--- src/rtl/pcs_bist_pkg.sv ---
// Shared types and constants for the PCS loopback BIST sequencer.
package pcs_bist_pkg;

  typedef enum logic [2:0] {
    ST_IDLE  = 3'd0,
    ST_PRIME = 3'd1,
    ST_CHECK = 3'd2,
    ST_DRAIN = 3'd3,
    ST_DONE  = 3'd4
  } bist_state_e;

  localparam logic [1:0] SYNC_DATA = 2'b10;
  localparam logic [1:0] SYNC_CTRL = 2'b01;

  localparam int PATTERN_NUM  = 6;
  localparam int PATTERN_IDLE = 5;

  localparam logic [63:0] PATTERN_ROM [PATTERN_NUM] = '{
    64'hFFFF_FFFF_FFFF_FFFF,
    64'h0000_0000_0000_0000,
    64'h5555_5555_5555_5555,
    64'hAAAA_AAAA_AAAA_AAAA,
    64'hFEFE_FEFE_FEFE_FEFE,
    64'h0707_0707_0707_0707
  };

endpackage

--- src/rtl/pcs_bist_delay_line.sv ---
// Expected-data pipe: LATENCY-deep data+valid shift register, output is the input LATENCY cycles ago.
// No backpressure; shifts every cycle.
module pcs_bist_delay_line #(
  parameter int DATA_WIDTH = 64,
  parameter int LATENCY    = 7
) (
  input  logic                  rx_clk,
  input  logic                  rx_rst_n,
  input  logic [DATA_WIDTH-1:0] in_dat,
  input  logic                  in_vld,
  output logic [DATA_WIDTH-1:0] out_dat,
  output logic                  out_vld
);

  logic [DATA_WIDTH-1:0] dat_q [LATENCY];
  logic [LATENCY-1:0]    vld_q;

  always_ff @(posedge rx_clk or negedge rx_rst_n) begin
    if (!rx_rst_n) begin
      for (int i = 0; i < LATENCY; i++) dat_q[i] <= '0;
      vld_q <= '0;
    end else begin
      dat_q[0] <= in_dat;
      vld_q[0] <= in_vld;
      for (int i = 1; i < LATENCY; i++) begin
        dat_q[i] <= dat_q[i-1];
        vld_q[i] <= vld_q[i-1];
      end
    end
  end

  assign out_dat = dat_q[LATENCY-1];
  assign out_vld = vld_q[LATENCY-1];

endmodule

--- src/rtl/pcs_loopback_bist_ctrl.sv ---
// Loopback BIST for the 10GBASE-R PCS receive path: pattern generation, header corruption, compare, verdict.
// All outputs registered; first pattern one cycle after cfg_start; no backpressure.
module pcs_loopback_bist_ctrl
  import pcs_bist_pkg::*;
#(
  parameter int DATA_WIDTH   = 64,
  parameter int HDR_WIDTH    = 2,
  parameter int LATENCY      = 7,
  parameter int LOCK_TIMEOUT = 1024,
  parameter int TEST_LEN     = 512
) (
  input  logic                  rx_clk,
  input  logic                  rx_rst_n,
  input  logic                  cfg_start,
  input  logic                  cfg_abort,
  input  logic [15:0]           cfg_corrupt_period,
  input  logic [HDR_WIDTH-1:0]  cfg_corrupt_hdr,
  output logic [DATA_WIDTH-1:0] gen_data,
  output logic [HDR_WIDTH-1:0]  gen_hdr,
  input  logic [DATA_WIDTH-1:0] chk_data,
  input  logic                  rx_block_lock,
  input  logic                  rx_high_ber,
  input  logic [6:0]            rx_error_count,
  output logic                  busy,
  output logic                  done,
  output logic                  pass,
  output logic [2:0]            state,
  output logic [15:0]           pattern_error_count,
  output logic [15:0]           hdr_inject_count,
  output logic [6:0]            max_rx_error_count
);

  bist_state_e           state_q, state_nxt;
  logic [15:0]           phase_cnt, per_cnt, per_val;
  logic [2:0]            pat_idx, pat_idx_d;
  logic                  fail_lock, lost_lock, saw_high_ber;
  logic                  fail_lock_d, lost_lock_d, saw_high_ber_d;
  logic                  start_run, corrupt, gen_on;
  logic [DATA_WIDTH-1:0] gen_data_d, exp_dat;
  logic [HDR_WIDTH-1:0]  gen_hdr_d;
  logic                  exp_vld, busy_d, done_d, pass_d;
  logic [15:0]           err_cnt_d, inj_cnt_d;
  logic [6:0]            max_err_d;

  pcs_bist_delay_line #(.DATA_WIDTH(DATA_WIDTH), .LATENCY(LATENCY)) u_exp_pipe (
    .rx_clk   (rx_clk),
    .rx_rst_n (rx_rst_n),
    .in_dat   (gen_data),
    .in_vld   (state_q == ST_CHECK),
    .out_dat  (exp_dat),
    .out_vld  (exp_vld)
  );

  always_ff @(posedge rx_clk or negedge rx_rst_n) begin
    if (!rx_rst_n) begin
      state_q   <= ST_IDLE;
      phase_cnt <= '0;
    end else begin
      state_q   <= state_nxt;
      phase_cnt <= (state_nxt != state_q) ? 16'd0 : phase_cnt + 16'd1;
    end
  end

  // phase_cnt counts cycles already spent in the current state, so the current cycle is phase_cnt+1.
  always_comb begin
    state_nxt = state_q;
    if (cfg_abort) begin
      state_nxt = ST_IDLE;
    end else begin
      case (state_q)
        ST_IDLE, ST_DONE: if (cfg_start) state_nxt = ST_PRIME;
        ST_PRIME: begin
          if (rx_block_lock && phase_cnt >= 16'(LATENCY - 1))  state_nxt = ST_CHECK;
          else if (phase_cnt >= 16'(LOCK_TIMEOUT - 1))         state_nxt = ST_DONE;
        end
        ST_CHECK: if (phase_cnt >= 16'(TEST_LEN - 1)) state_nxt = ST_DRAIN;
        ST_DRAIN: if (phase_cnt >= 16'(LATENCY - 1))  state_nxt = ST_DONE;
        default:  state_nxt = ST_IDLE;
      endcase
    end
  end

  always_comb begin
    start_run = (state_nxt == ST_PRIME) && (state_q != ST_PRIME);
    gen_on    = (state_nxt == ST_PRIME) || (state_nxt == ST_CHECK) || (state_nxt == ST_DRAIN);

    // The >= keeps the timer sane if the period shrinks mid-run.
    per_val = 16'd0;
    if (state_q == ST_CHECK && per_cnt < cfg_corrupt_period - 16'd1) per_val = per_cnt + 16'd1;
    corrupt = (state_nxt == ST_CHECK) && (cfg_corrupt_period != 16'd0) &&
              (per_val == cfg_corrupt_period - 16'd1);

    pat_idx_d  = pat_idx;
    gen_data_d = DATA_WIDTH'(PATTERN_ROM[PATTERN_IDLE]);
    if (start_run) begin
      pat_idx_d  = 3'd1;
      gen_data_d = DATA_WIDTH'(PATTERN_ROM[0]);
    end else if (gen_on) begin
      pat_idx_d  = (pat_idx == 3'(PATTERN_NUM - 1)) ? 3'd0 : pat_idx + 3'd1;
      gen_data_d = DATA_WIDTH'(PATTERN_ROM[pat_idx]);
    end
    gen_hdr_d = corrupt ? cfg_corrupt_hdr : HDR_WIDTH'(SYNC_DATA);

    err_cnt_d      = pattern_error_count;
    inj_cnt_d      = hdr_inject_count;
    max_err_d      = max_rx_error_count;
    fail_lock_d    = fail_lock;
    lost_lock_d    = lost_lock;
    saw_high_ber_d = saw_high_ber;
    if (start_run) begin
      err_cnt_d      = '0;
      inj_cnt_d      = '0;
      max_err_d      = '0;
      fail_lock_d    = 1'b0;
      lost_lock_d    = 1'b0;
      saw_high_ber_d = 1'b0;
    end else if (!cfg_abort) begin
      if ((state_q == ST_CHECK || state_q == ST_DRAIN) && exp_vld &&
          exp_dat != chk_data && pattern_error_count != 16'hFFFF)
        err_cnt_d = pattern_error_count + 16'd1;
      if (corrupt && hdr_inject_count != 16'hFFFF) inj_cnt_d = hdr_inject_count + 16'd1;
      if (state_q == ST_CHECK) begin
        if (!rx_block_lock) lost_lock_d = 1'b1;
        if (rx_high_ber)    saw_high_ber_d = 1'b1;
        if (rx_error_count > max_rx_error_count) max_err_d = rx_error_count;
      end
      if (state_q == ST_PRIME && state_nxt == ST_DONE) fail_lock_d = 1'b1;
    end

    busy_d = (state_nxt == ST_PRIME) || (state_nxt == ST_CHECK);
    done_d = (state_nxt == ST_DONE);
    pass_d = done_d && !fail_lock_d && !lost_lock_d && !saw_high_ber_d && (err_cnt_d == 16'd0);
  end

  always_ff @(posedge rx_clk or negedge rx_rst_n) begin
    if (!rx_rst_n) begin
      per_cnt             <= '0;
      pat_idx             <= '0;
      gen_data            <= DATA_WIDTH'(PATTERN_ROM[PATTERN_IDLE]);
      gen_hdr             <= HDR_WIDTH'(SYNC_DATA);
      pattern_error_count <= '0;
      hdr_inject_count    <= '0;
      max_rx_error_count  <= '0;
      fail_lock           <= 1'b0;
      lost_lock           <= 1'b0;
      saw_high_ber        <= 1'b0;
      busy                <= 1'b0;
      done                <= 1'b0;
      pass                <= 1'b0;
    end else begin
      if (state_nxt == ST_CHECK) per_cnt <= per_val;
      pat_idx             <= pat_idx_d;
      gen_data            <= gen_data_d;
      gen_hdr             <= gen_hdr_d;
      pattern_error_count <= err_cnt_d;
      hdr_inject_count    <= inj_cnt_d;
      max_rx_error_count  <= max_err_d;
      fail_lock           <= fail_lock_d;
      lost_lock           <= lost_lock_d;
      saw_high_ber        <= saw_high_ber_d;
      busy                <= busy_d;
      done                <= done_d;
      pass                <= pass_d;
    end
  end

  assign state = state_q;

endmodule

--- config.mk ---
export PLATFORM = sky130hd
export DESIGN_NAME = pcs_loopback_bist_ctrl
export DESIGN_NICKNAME = d
export VERILOG_FILES = /design/src/rtl/pcs_bist_pkg.sv /design/src/rtl/pcs_bist_delay_line.sv /design/src/rtl/pcs_loopback_bist_ctrl.sv
export SDC_FILE = /design/constraint.sdc
export NUM_CORES = 1
export LEC_CHECK = 0
export ABC_AREA = 1
export BUFFER_PORTS_ARGS = -buffer_cell sky130_fd_sc_hd__buf_2
export CORE_MARGIN = 2
export CORE_UTILIZATION = 40
export CTS_BUF_LIST = sky130_fd_sc_hd__clkbuf_4 sky130_fd_sc_hd__clkbuf_8
export CTS_CLUSTER_SIZE = 24
export DETAILED_ROUTE_END_ITERATION = 16
export PLACE_DENSITY_LB_ADDON = 0.05
export SLEW_MARGIN = 20
export SYNTH_ARGS = -nofsm -noshare
export SYNTH_HDL_FRONTEND = slang
export SYNTH_SLANG_ARGS = --single-unit
--- constraint.sdc ---
create_clock -name rx_clk -period 7.16 [get_ports rx_clk]
set_input_delay 0.716 -clock rx_clk [delete_from_list [all_inputs] [get_ports rx_clk]]
set_output_delay 0.716 -clock rx_clk [all_outputs]
set_load 0.01 [all_outputs]
==> impl_metrics.tcl, run 1 <==
set metrics [dict create \
    fp.dieArea_um2 22900 \
    yosysUniqueCellTypes 44 \
    wl_per_cell_um 13.2 \
    max_cap_violations 0 \
    numCtsBuffers 17 \
    grt_max_degree 82 \
    antenna_found_initial 0 \
    netlist_instances 1204 \
    drv_slew 0 \
    layout-drive-gt1-share 0.200 \
    cpMostUsedCell "nand2_1" \
    initial_core_util 0.411 \
    worstSetupStartpointType "input pin" \
    fp.coreArea_um2 21200 \
    wirelength_um 21600 \
    clock_latency_ns 0.44 \
    final_nets 1477 \
    dr.pass1.iters 5 \
    port-buffer-count 205 \
    cp_data_required_time_ns 7.49 \
    finalSetupViolCount 0 \
    combPwrFrac 0.254 \
    die_w_um 151 \
    intPower_uw 1380 \
    drc 0 \
    cp_cell_sequence "buf_2 -> inv_2 -> ha_1 -> nand3_1 -> nor2_1 -> nand2_1 -> o21ai_0 -> inv_1 -> ha_1 -> nand2_1 -> clkinv_1 -> o21ai_1 -> a21oi_1 -> nor2_8 -> nand2_2 -> nor2_2 -> inv_2 -> nand2_1 -> nand3_1 -> nor3_1 -> nand3_2 -> nand3_1 -> nand2_1" \
    clock_sinks 132 \
    fin_skew_ns 0.0125 \
    synth_top_area_share 0.368 \
    globalplace.congestion 0.867 \
    die_h_um 151 \
    rsz0062_at_grt "false" \
    p_sw_uw 785 \
    power.total_uw 2160 \
    r2r_setup_slack_ns 4.04 \
    yosysWarnings 0 \
    yosysMostFrequentCell "nand2_1" \
    cts_buffer_depth 2 \
    post_cts_resized 0 \
    synth.cell_area_um2 8690 \
    drt_iter0_drc 422 \
    clk_pin_slew_ns 0.09 \
    worstPathArrival_ns 4.34 \
    seq_power_share 0.447 \
    post-cts-setup-buffers 0 \
    cts_tree "done" \
    hold_ws_ns 0.207 \
    cp_slowest_cell "nor2_8" \
    place_ws_ns 2.73 \
    synth_edf_count 0 \
    fin_crit_ns 4.01 \
    path_buf_inv 5 \
    fmax_mhz 249 \
    critPathKind "input pin to flip-flop" \
    finalSetupTns_ns 0 \
    end_kind "flip-flop" \
    critPathMaxStageDelay_ns 0.36 \
    area_delta_synth_final_pct 14.5 \
    ys_top_cells_by_area "dfrtp_1 (37%), nand2_1 (13%), inv_1 (7.0%), nor2_1 (6.6%), nand3_1 (5.6%)" \
    rr_startpoint "per_cnt[0]" \
    peakVddDrop_mv 0.229 \
    setup_slack_ns 3.15 \
    synth_area_leader_cell "dfrtp_1" \
    p_leak_uw 0.00546 \
    critPathTopFamily "simple AND/OR/NAND/NOR gates" \
    root_buffer "clkbuf_8" \
    h-tree-depth 4 \
    ys_seq_area_frac 0.381 \
    stdcell_area_um2 9960 \
    cts_hold_buf 0 \
    synthTopCellsByCount "nand2_1 (290), inv_1 (163), nor2_1 (154)" \
    dp_hpwl_um 16700 \
    clockPowerShare 0.299 \
    synth_seq_cells 132 \
    finalCritPeriodShare 0.560 \
    ant_nets 0 \
    crit_path_max_fanout 27 \
    io_pins 206 \
    worstRegToRegCells 16 \
    num_vias 7973 \
    grt_pass1_wl_um 35300 \
    grt_usage 0.194 \
    vias_per_cell 4.87 \
    slew_headroom 0.357 \
    p_sw_frac 0.364 \
    timing.rr.end "hdr_inject_count[9]" \
    tightestPinTransition_ns 0.959 \
    postSynthAreaPerCell_um2 7.22 \
    grt_pass1_vias 7236 \
    hold_class "input pin to asynchronous set/reset pin" \
    syn_nets 1331 \
    grt-ovfl-total 0 \
    synthArstFlopShare 1.00 \
    rows 53 \
    status "finished, final reports clean" \
    hold_viol 0 \
    placed_area_um2 9530 \
    yosys_most_used_dff "dfrtp_1" \
    antenna_cells 0 \
    powerDensity_nw_per_um2 217 \
]
through the flow:
stage | cells | utilization
final | 1638 | 0.471
after global routing | 1638 | 0.471
after CTS | 1638 | 0.470
after detailed placement | 1606 | 0.450
after global placement | 1606 | 0.450
after floorplan | 1204 | -
layer usage:
metal	routed length, um	up-vias	share of wire	track usage
met2	9810	241	0.45	0.321
met3	1370	23	0.063	0.0313
met5	0	-	0	0
met1	10200	3599	0.47	0.265
li1	-	4110	-	-
met4	261	0	0.012	0.0495
flip-flops by register name, summed over array words and instances (netlist names):
name / count
state: 3
gen_data: 5
phase_cnt: 16
u_exp_pipe.vld_q: 7
gen_hdr: 2
pass: 1
per_cnt: 16
u_exp_pipe.dat_q: 30
u_exp_pipe.out_dat: 5
fail_lock: 1
max_rx_error_count: 7
lost_lock: 1
done: 1
busy: 1
saw_high_ber: 1
pat_idx: 3
hdr_inject_count: 16
pattern_error_count: 16
placed cells by master, fill, tap and decap left out, drive strengths merged, types with 17 or more instances in the layout:
cell type and count:
dfrtp 128, buf 207, ha 32, nor3 32
nand4 65, xor2 34, inv 181, clkbuf 17
a21oi 20, nand2 293, nand3 100, o21ai 42
nor2 161
layout make-up:
| cell class | count | area (um^2) |
|---|---|---|
| clock buffer | 17 | 234 |
| clock inverter | 15 | 186 |
| fill | 2240 | 11200 |
| inverter | 173 | 649 |
| multi-input combinational | 819 | 4180 |
| sequential | 132 | 3310 |
| tap | 275 | 344 |
| timing repair buffer | 207 | 1050 |
kinds of logic after synthesis:
kind of cell | share of synthesized area
muxes | 0.00130
AOI/OAI and AO/OA | 0.0504
xor gates and xnor gates | 0.0363
adders and majority gates | 0.0461
and+or+nand+nor | 0.347
DFF | 0.381
buffers and inverters | 0.139
power groups by stage:
stage	logic [uW]	registers, uW	clock network [uW]
after global routing	620	987	705
after CTS	557	969	671
final	549	965	647
after floorplan	483	966	0
after global placement	554	982	0
after detailed placement	554	983	0
worst max-delay path by stage:
stage	cells past startpoint	start	slack, ns	to
floorplan	23	cfg_corrupt_period[1]	3.61	hdr_inject_count[10]
global placement	23	cfg_corrupt_period[0]	2.80	hdr_inject_count[10]
detailed placement	23	cfg_corrupt_period[0]	2.73	hdr_inject_count[6]
CTS	23	cfg_corrupt_period[0]	3.21	hdr_inject_count[6]
global route	23	cfg_corrupt_period[0]	2.72	hdr_inject_count[14]
finish	23	cfg_corrupt_period[0]	3.15	hdr_inject_count[9]
(Power assumes the default switching activity.)
==> run 2: changes to the inputs <==
ABC_AREA = 0   (was 1)
clock period = 3.4 ns   (was 7.16 ns; I/O delays follow)
==> impl_metrics.tcl, run 2 <==
set metrics [dict create \
    worstSetupStartpointType "input pin" \
    cts_tree "done" \
    crit_path_max_fanout 8 \
    rsz0062_at_grt "true" \
    synth_fa_ha_area_frac 0.0497 \
    fin_skew_ns 0.0173 \
    placed_area_um2 9880 \
    drc 0 \
    timing.rr.end "hdr_inject_count[7]" \
    synthMuxAreaShare 0.0174 \
    synthTopCellsByCount "dfrtp_1 (128), nor2_1 (91), nand2_1 (67)" \
    r2r_setup_slack_ns -0.16 \
    clk_pin_slew_ns 0.08 \
    root_buffer "clkbuf_8" \
    fp.coreArea_um2 19600 \
    die_w_um 146 \
    synth-simple-area-share 0.256 \
    cp_data_required_time_ns 3.73 \
    wl_per_cell_um 15.8 \
    min_path_cells 2 \
    synth_edf_count 0 \
    mostFrequentLayoutCells "buf_2 (202), dfrtp_1 (128), buf_4 (123)" \
    grt_pass1_wl_um 36400 \
    worstPathArrival_ns 4.46 \
    setup_slack_ns -0.725 \
    num_vias 7480 \
    yosysWarnings 0 \
    finalCritPeriodShare 1.21 \
    h-tree-depth 4 \
    grt_use_met2 0.349 \
    cts_buffer_depth 2 \
    grt-ovfl-total 0 \
    finalSetupTns_ns -12.02 \
    antenna_cells 0 \
    io_pins 206 \
    clock_sinks 132 \
    yosys_most_used_dff "dfrtp_1" \
    area_delta_synth_final_pct 32.1 \
    numCtsBuffers 17 \
    synth_compound_area_frac 0.127 \
    port-buffer-count 205 \
    status "finished with violations" \
    top_usage_layer "met2" \
    synth_seq_cells 132 \
    drv_slew 0 \
    holdPathEnd "gen_hdr[1]" \
    mostFrequentLayoutCell "buf_2" \
    grt_usage 0.212 \
    critPathKind "input pin to flip-flop" \
    largest_reg_flops 30 \
    rows 51 \
    tightestPinTransition_ns 0.567 \
    max_cap_violations 0 \
    clock_latency_ns 0.45 \
    end_kind "flip-flop" \
    antenna_found_initial 0 \
    ys_seq_area_frac 0.410 \
    powerDensity_nw_per_um2 406 \
    groute.layer.met1.usage 0.289 \
    grt_max_degree 54 \
    netlist_instances 879 \
    yosysUniqueCellTypes 77 \
    die_h_um 146 \
    syn_nets 1006 \
    peakVddDrop_mv 0.380 \
    postSynthAreaPerCell_um2 9.17 \
    fp.dieArea_um2 21300 \
    use_met3 0.0398 \
    layout-drive-gt1-share 0.357 \
    wirelength_um 22700 \
    drt_iter0_drc 498 \
    ant_nets 0 \
    hold_class "input pin to flip-flop" \
    slew_headroom 0.620 \
    initial_core_util 0.411 \
    fin_crit_ns 4.13 \
    min_from "cfg_corrupt_hdr[1]" \
    synth_top_area_share 0.397 \
    violations "setup timing" \
    synth_area_leader_cell "dfrtp_1" \
    vias_per_cell 5.23 \
    fillers 1824 \
    hold_viol 0 \
    ys_top_cells_by_area "dfrtp_1 (40%), buf_4 (5.8%), ha_1 (5.0%), nor2_1 (4.2%), xnor2_1 (3.6%)" \
    fmax_mhz 242 \
    final_nets 1279 \
    top_register "u_exp_pipe.dat_q" \
    p_leak_uw 0.00506 \
    synth-xor-area-share 0.0543 \
    synth.cell_area_um2 8060 \
    synth_top_family_by_area "simple AND/OR/NAND/NOR gates" \
    grt_pass1_vias 6958 \
    synthArstFlopShare 1.00 \
    dr.pass1.iters 5 \
    stdcell_area_um2 10600 \
    yosysMostFrequentCell "dfrtp_1" \
    worstRegToRegCells 12 \
    globalplace.congestion 0.888 \
    rr_startpoint "per_cnt[9]" \
    finalSetupViolCount 18 \
    dp_hpwl_um 17400 \
]
[run 2: cell type report]
| type | instances | area (um^2) | area share |
|---|---|---|---|
| clock buffer | 19 | 262 | 0.0246 |
| clock inverter | 13 | 163 | 0.0153 |
| timing repair buffer | 336 | 2100 | 0.197 |
| sequential | 132 | 3310 | 0.311 |
| tap | 265 | 332 | 0.0312 |
| multi-input combinational | 629 | 4330 | 0.406 |
| inverter | 36 | 153 | 0.0143 |
[run 2: critical path, stage by stage]
cell	delay, ns
buf_12	0.11
inv_12	0.04
ha_4	0.11
or4b_4	0.49
or3_4	0.35
and2_1	0.19
ha_1	0.29
and3_4	0.22
a221oi_4	0.36
o32a_4	0.27
nand2_2	0.07
or4b_4	0.51
o211a_4	0.27
nor4b_4	0.28
buf_6	0.17
clkbuf_16	0.14
nand4_1	0.10
mux2i_1	0.14
[run 2: cells by family (layout without fill, tap and decap cells)]
kind of cell,Yosys count,in the layout
multiplexers,14,14
buffers and inverters,119,404
flip-flops,132,132
adder cells (fa/ha/maj),32,32
AND/OR/NAND/NOR,384,384
AO/OA/AOI/OAI,148,149
XOR/XNOR,50,50
[run 2: power breakdown]
| group | internal (uW) | switching (uW) |
|---|---|---|
| sequential | 1760 | 143 |
| combinational | 452 | 572 |
| clock | 718 | 685 |
[run 2: worst max-delay path by stage]
stage / from / endpoint / slack (ns) / cells past startpoint
after floorplan: cfg_corrupt_period[1] / hdr_inject_count[14] / -0.85 / 19
after global placement: cfg_corrupt_period[1] / hdr_inject_count[1] / -1.21 / 19
after detailed placement: cfg_corrupt_period[1] / hdr_inject_count[4] / -1.30 / 19
after CTS: cfg_corrupt_period[1] / hdr_inject_count[4] / -0.69 / 19
after global routing: cfg_corrupt_period[1] / hdr_inject_count[12] / -0.89 / 21
final: cfg_corrupt_period[1] / hdr_inject_count[7] / -0.73 / 18
[run 2: timing repair]
action / 4_1_cts / 5_1_grt
cloned: 1 / 2
setup endpoints to repair: 19 / 23
hold buffers: 1 / 0
pin swaps: 5 / 15
setup buffers: 6 / 5
resized for setup: 21 / 14
endpoints found under the hold margin: 46 / 0
[run 2: metal layers]
metal / routed length (um) / vias to the layer above
met5: 0 / -
met4: 304 / 0
met3: 1320 / 30
met2: 10800 / 217
met1: 10200 / 3546
li1: - / 3687
[run 2: metrics by stage]
stage | utilization | power, uW | worst slack (ns) | std cells | hold WS [ns]
after floorplan | - | 2710 | -0.847 | 879 | 0.0444
after global placement | 0.504 | 2930 | -1.21 | 1383 | 0.324
after global routing | 0.543 | 4580 | -0.893 | 1430 | 0.123
final | 0.543 | 4330 | -0.725 | 1430 | 0.130
after detailed placement | 0.504 | 2940 | -1.30 | 1383 | 0.322
after CTS | 0.535 | 4370 | -0.692 | 1423 | 0.108
==> run 3: changes to the inputs <==
ABC_AREA = 1   (was 0)
==> impl_metrics.tcl, run 3 (same netlist as run 1, synthesis figures left out) <==
set metrics [dict create \
    status "finished, final reports clean" \
    cts_tree "done" \
    seq_power_share 0.438 \
    stdcell_count 1730 \
    p_leak_uw 0.00590 \
    largest_reg_flops 30 \
    vias_per_cell 4.76 \
    die_h_um 151 \
    fin_skew_ns 0.0148 \
    tightestPinTransition_ns 0.639 \
    dp_cells 1695 \
    grt_usage 0.200 \
    finalCritPeriodShare 0.908 \
    final_nets 1569 \
    ant_nets 0 \
    rows 53 \
    min_from "cfg_corrupt_hdr[1]" \
    critPathKind "input pin to flip-flop" \
    worstPathArrival_ns 3.43 \
    fp.dieArea_um2 22900 \
    mostFrequentLayoutCells "nand2_1 (290), buf_2 (204), inv_1 (163)" \
    grt_pass1_vias 7558 \
    port-buffer-count 205 \
    globalplace.congestion 0.877 \
    io_pins 206 \
    clock_sinks 132 \
    cts_buffer_depth 2 \
    clockPowerShare 0.297 \
    fillers 2162 \
    rsz0062_at_grt "false" \
    fin_crit_ns 3.09 \
    placed_area_um2 10200 \
    antenna_found_initial 0 \
    stdcell_area_um2 10700 \
    intPower_uw 2950 \
    max_cap_violations 0 \
    crit_path_max_fanout 26 \
    grt_pass1_wl_um 36100 \
    worstSetupStartpoint "cfg_corrupt_period[0]" \
    multi_input_area_um2 4210 \
    fp.coreArea_um2 21200 \
    top_register "u_exp_pipe.dat_q" \
    hold_class "input pin to flip-flop" \
    register_area_um2 3310 \
    power.total_uw 4630 \
    antenna_cells 0 \
    clk_pin_slew_ns 0.08 \
    finalSetupViolCount 0 \
    drt_iter0_drc 374 \
    grt-ovfl-total 0 \
    powerDensity_nw_per_um2 432 \
    dp_hpwl_um 17500 \
    die_w_um 151 \
    worstSetupStartpointType "input pin" \
    clock_latency_ns 0.45 \
    num_vias 8228 \
    rr_startpoint "per_cnt[0]" \
    fmax_mhz 324 \
    h-tree-depth 4 \
    p_sw_frac 0.364 \
    peakVddDrop_mv 0.418 \
    drc 0 \
    wl_per_cell_um 13.0 \
    initial_core_util 0.411 \
    root_buffer "clkbuf_8" \
    dr.pass1.iters 4 \
    p_sw_uw 1680 \
    cp_data_required_time_ns 3.74 \
    wirelength_um 22500 \
    numCtsBuffers 17 \
    grt_max_degree 58 \
    end_kind "flip-flop" \
    layout-drive-gt1-share 0.253 \
    slew_headroom 0.573 \
    combPwrFrac 0.265 \
    mostFrequentLayoutCell "nand2_1" \
    drv_slew 0 \
    hold_viol 0 \
    area_delta_synth_final_pct 23.2 \
]
-- run 3: changes by cell type in the layout (fill, tap and decap cells not counted), sizes merged, moves of 14 or more --
cell,change
buf,-36
nand2,+226
xnor2,-31
xor2,+17
nand3,+59
nand4,+32
nor4,-18
mux2i,-14
nand2b,-15
inv,+140
nor2,+71
and3,-25
-- run 3: path summary, 6_finish.rpt --
check / to / slack (ns) / depth (start not counted)
worst max-delay path: hdr_inject_count[10] / 0.31 / 25
worst min-delay path: gen_hdr[1] / 0.12 / 3
worst max register to register: hdr_inject_count[10] / 0.55 / 19
worst min register to register: u_exp_pipe.vld_q[6] / 0.35 / 0
max in group asynchronous: gen_data[56] / 2.13 / 3
min in group asynchronous: phase_cnt[5] / 0.40 / 2
-- run 3: what timing repair did --
item	CTS	global route
hold endpoints to repair	55	0
endpoints found under the setup margin	0	18
hold buffers	1	0
setup buffers	0	1
gates resized for setup	0	7
-- run 3: metal layers --
metal / GRT usage / routed length [um] / up-vias
met4: 0.0453 / 167 / 0
met5: 0 / 0 / -
li1: - / - / 4304
met1: 0.266 / 10600 / 3682
met2: 0.341 / 10500 / 230
met3: 0.0322 / 1210 / 12
-- run 3: worst max-delay path, cell delays in order --
cell and delay (ns):
buf_2 0.11, inv_2 0.06, ha_1 0.16, buf_4 0.12, nand3_1 0.10, nor2_2 0.16
xor2_1 0.24, inv_1 0.09, ha_1 0.27, nand2_1 0.09, nor2_1 0.05, nor3_1 0.13
nand2_1 0.11, nand2_2 0.09, buf_12 0.16, nand2_2 0.10, nor2_2 0.16, inv_2 0.04
nand2_1 0.08, nand3_1 0.10, nor3_1 0.24, nand3_2 0.13, buf_12 0.17, nand3_1 0.07
nand2_1 0.05
-- run 3: layout make-up --
cell class                      count  area share
Sequential cell                   132       0.309
Clock buffer                       17      0.0218
Tap cell                          275      0.0321
Inverter                          173      0.0606
Clock inverter                     15      0.0168
Multi-Input combinational cell    820       0.393
Timing Repair Buffer              298       0.166
-- run 3: metrics by stage --
| stage | setup TNS (ns) | worst slack, ns | hold WS, ns | util |
|---|---|---|---|---|
| finish | 0 | 0.312 | 0.118 | 0.506 |
| global route | 0 | 0.00337 | 0.113 | 0.506 |
| CTS | 0 | 0.0987 | 0.0900 | 0.504 |
| detailed placement | -6.52 | -0.387 | 0.335 | 0.484 |
| global placement | -3.25 | -0.197 | 0.333 | 0.484 |
| floorplan | 0 | 0.228 | 0.0444 | - |
-- run 3: power groups by stage --
stage	sequential, uW	clock [uW]	combinational [uW]
after floorplan	2030	0	1020
after global placement	2060	0	1230
after detailed placement	2070	0	1230
after CTS	2040	1430	1240
after global routing	2070	1500	1370
final	2030	1380	1230
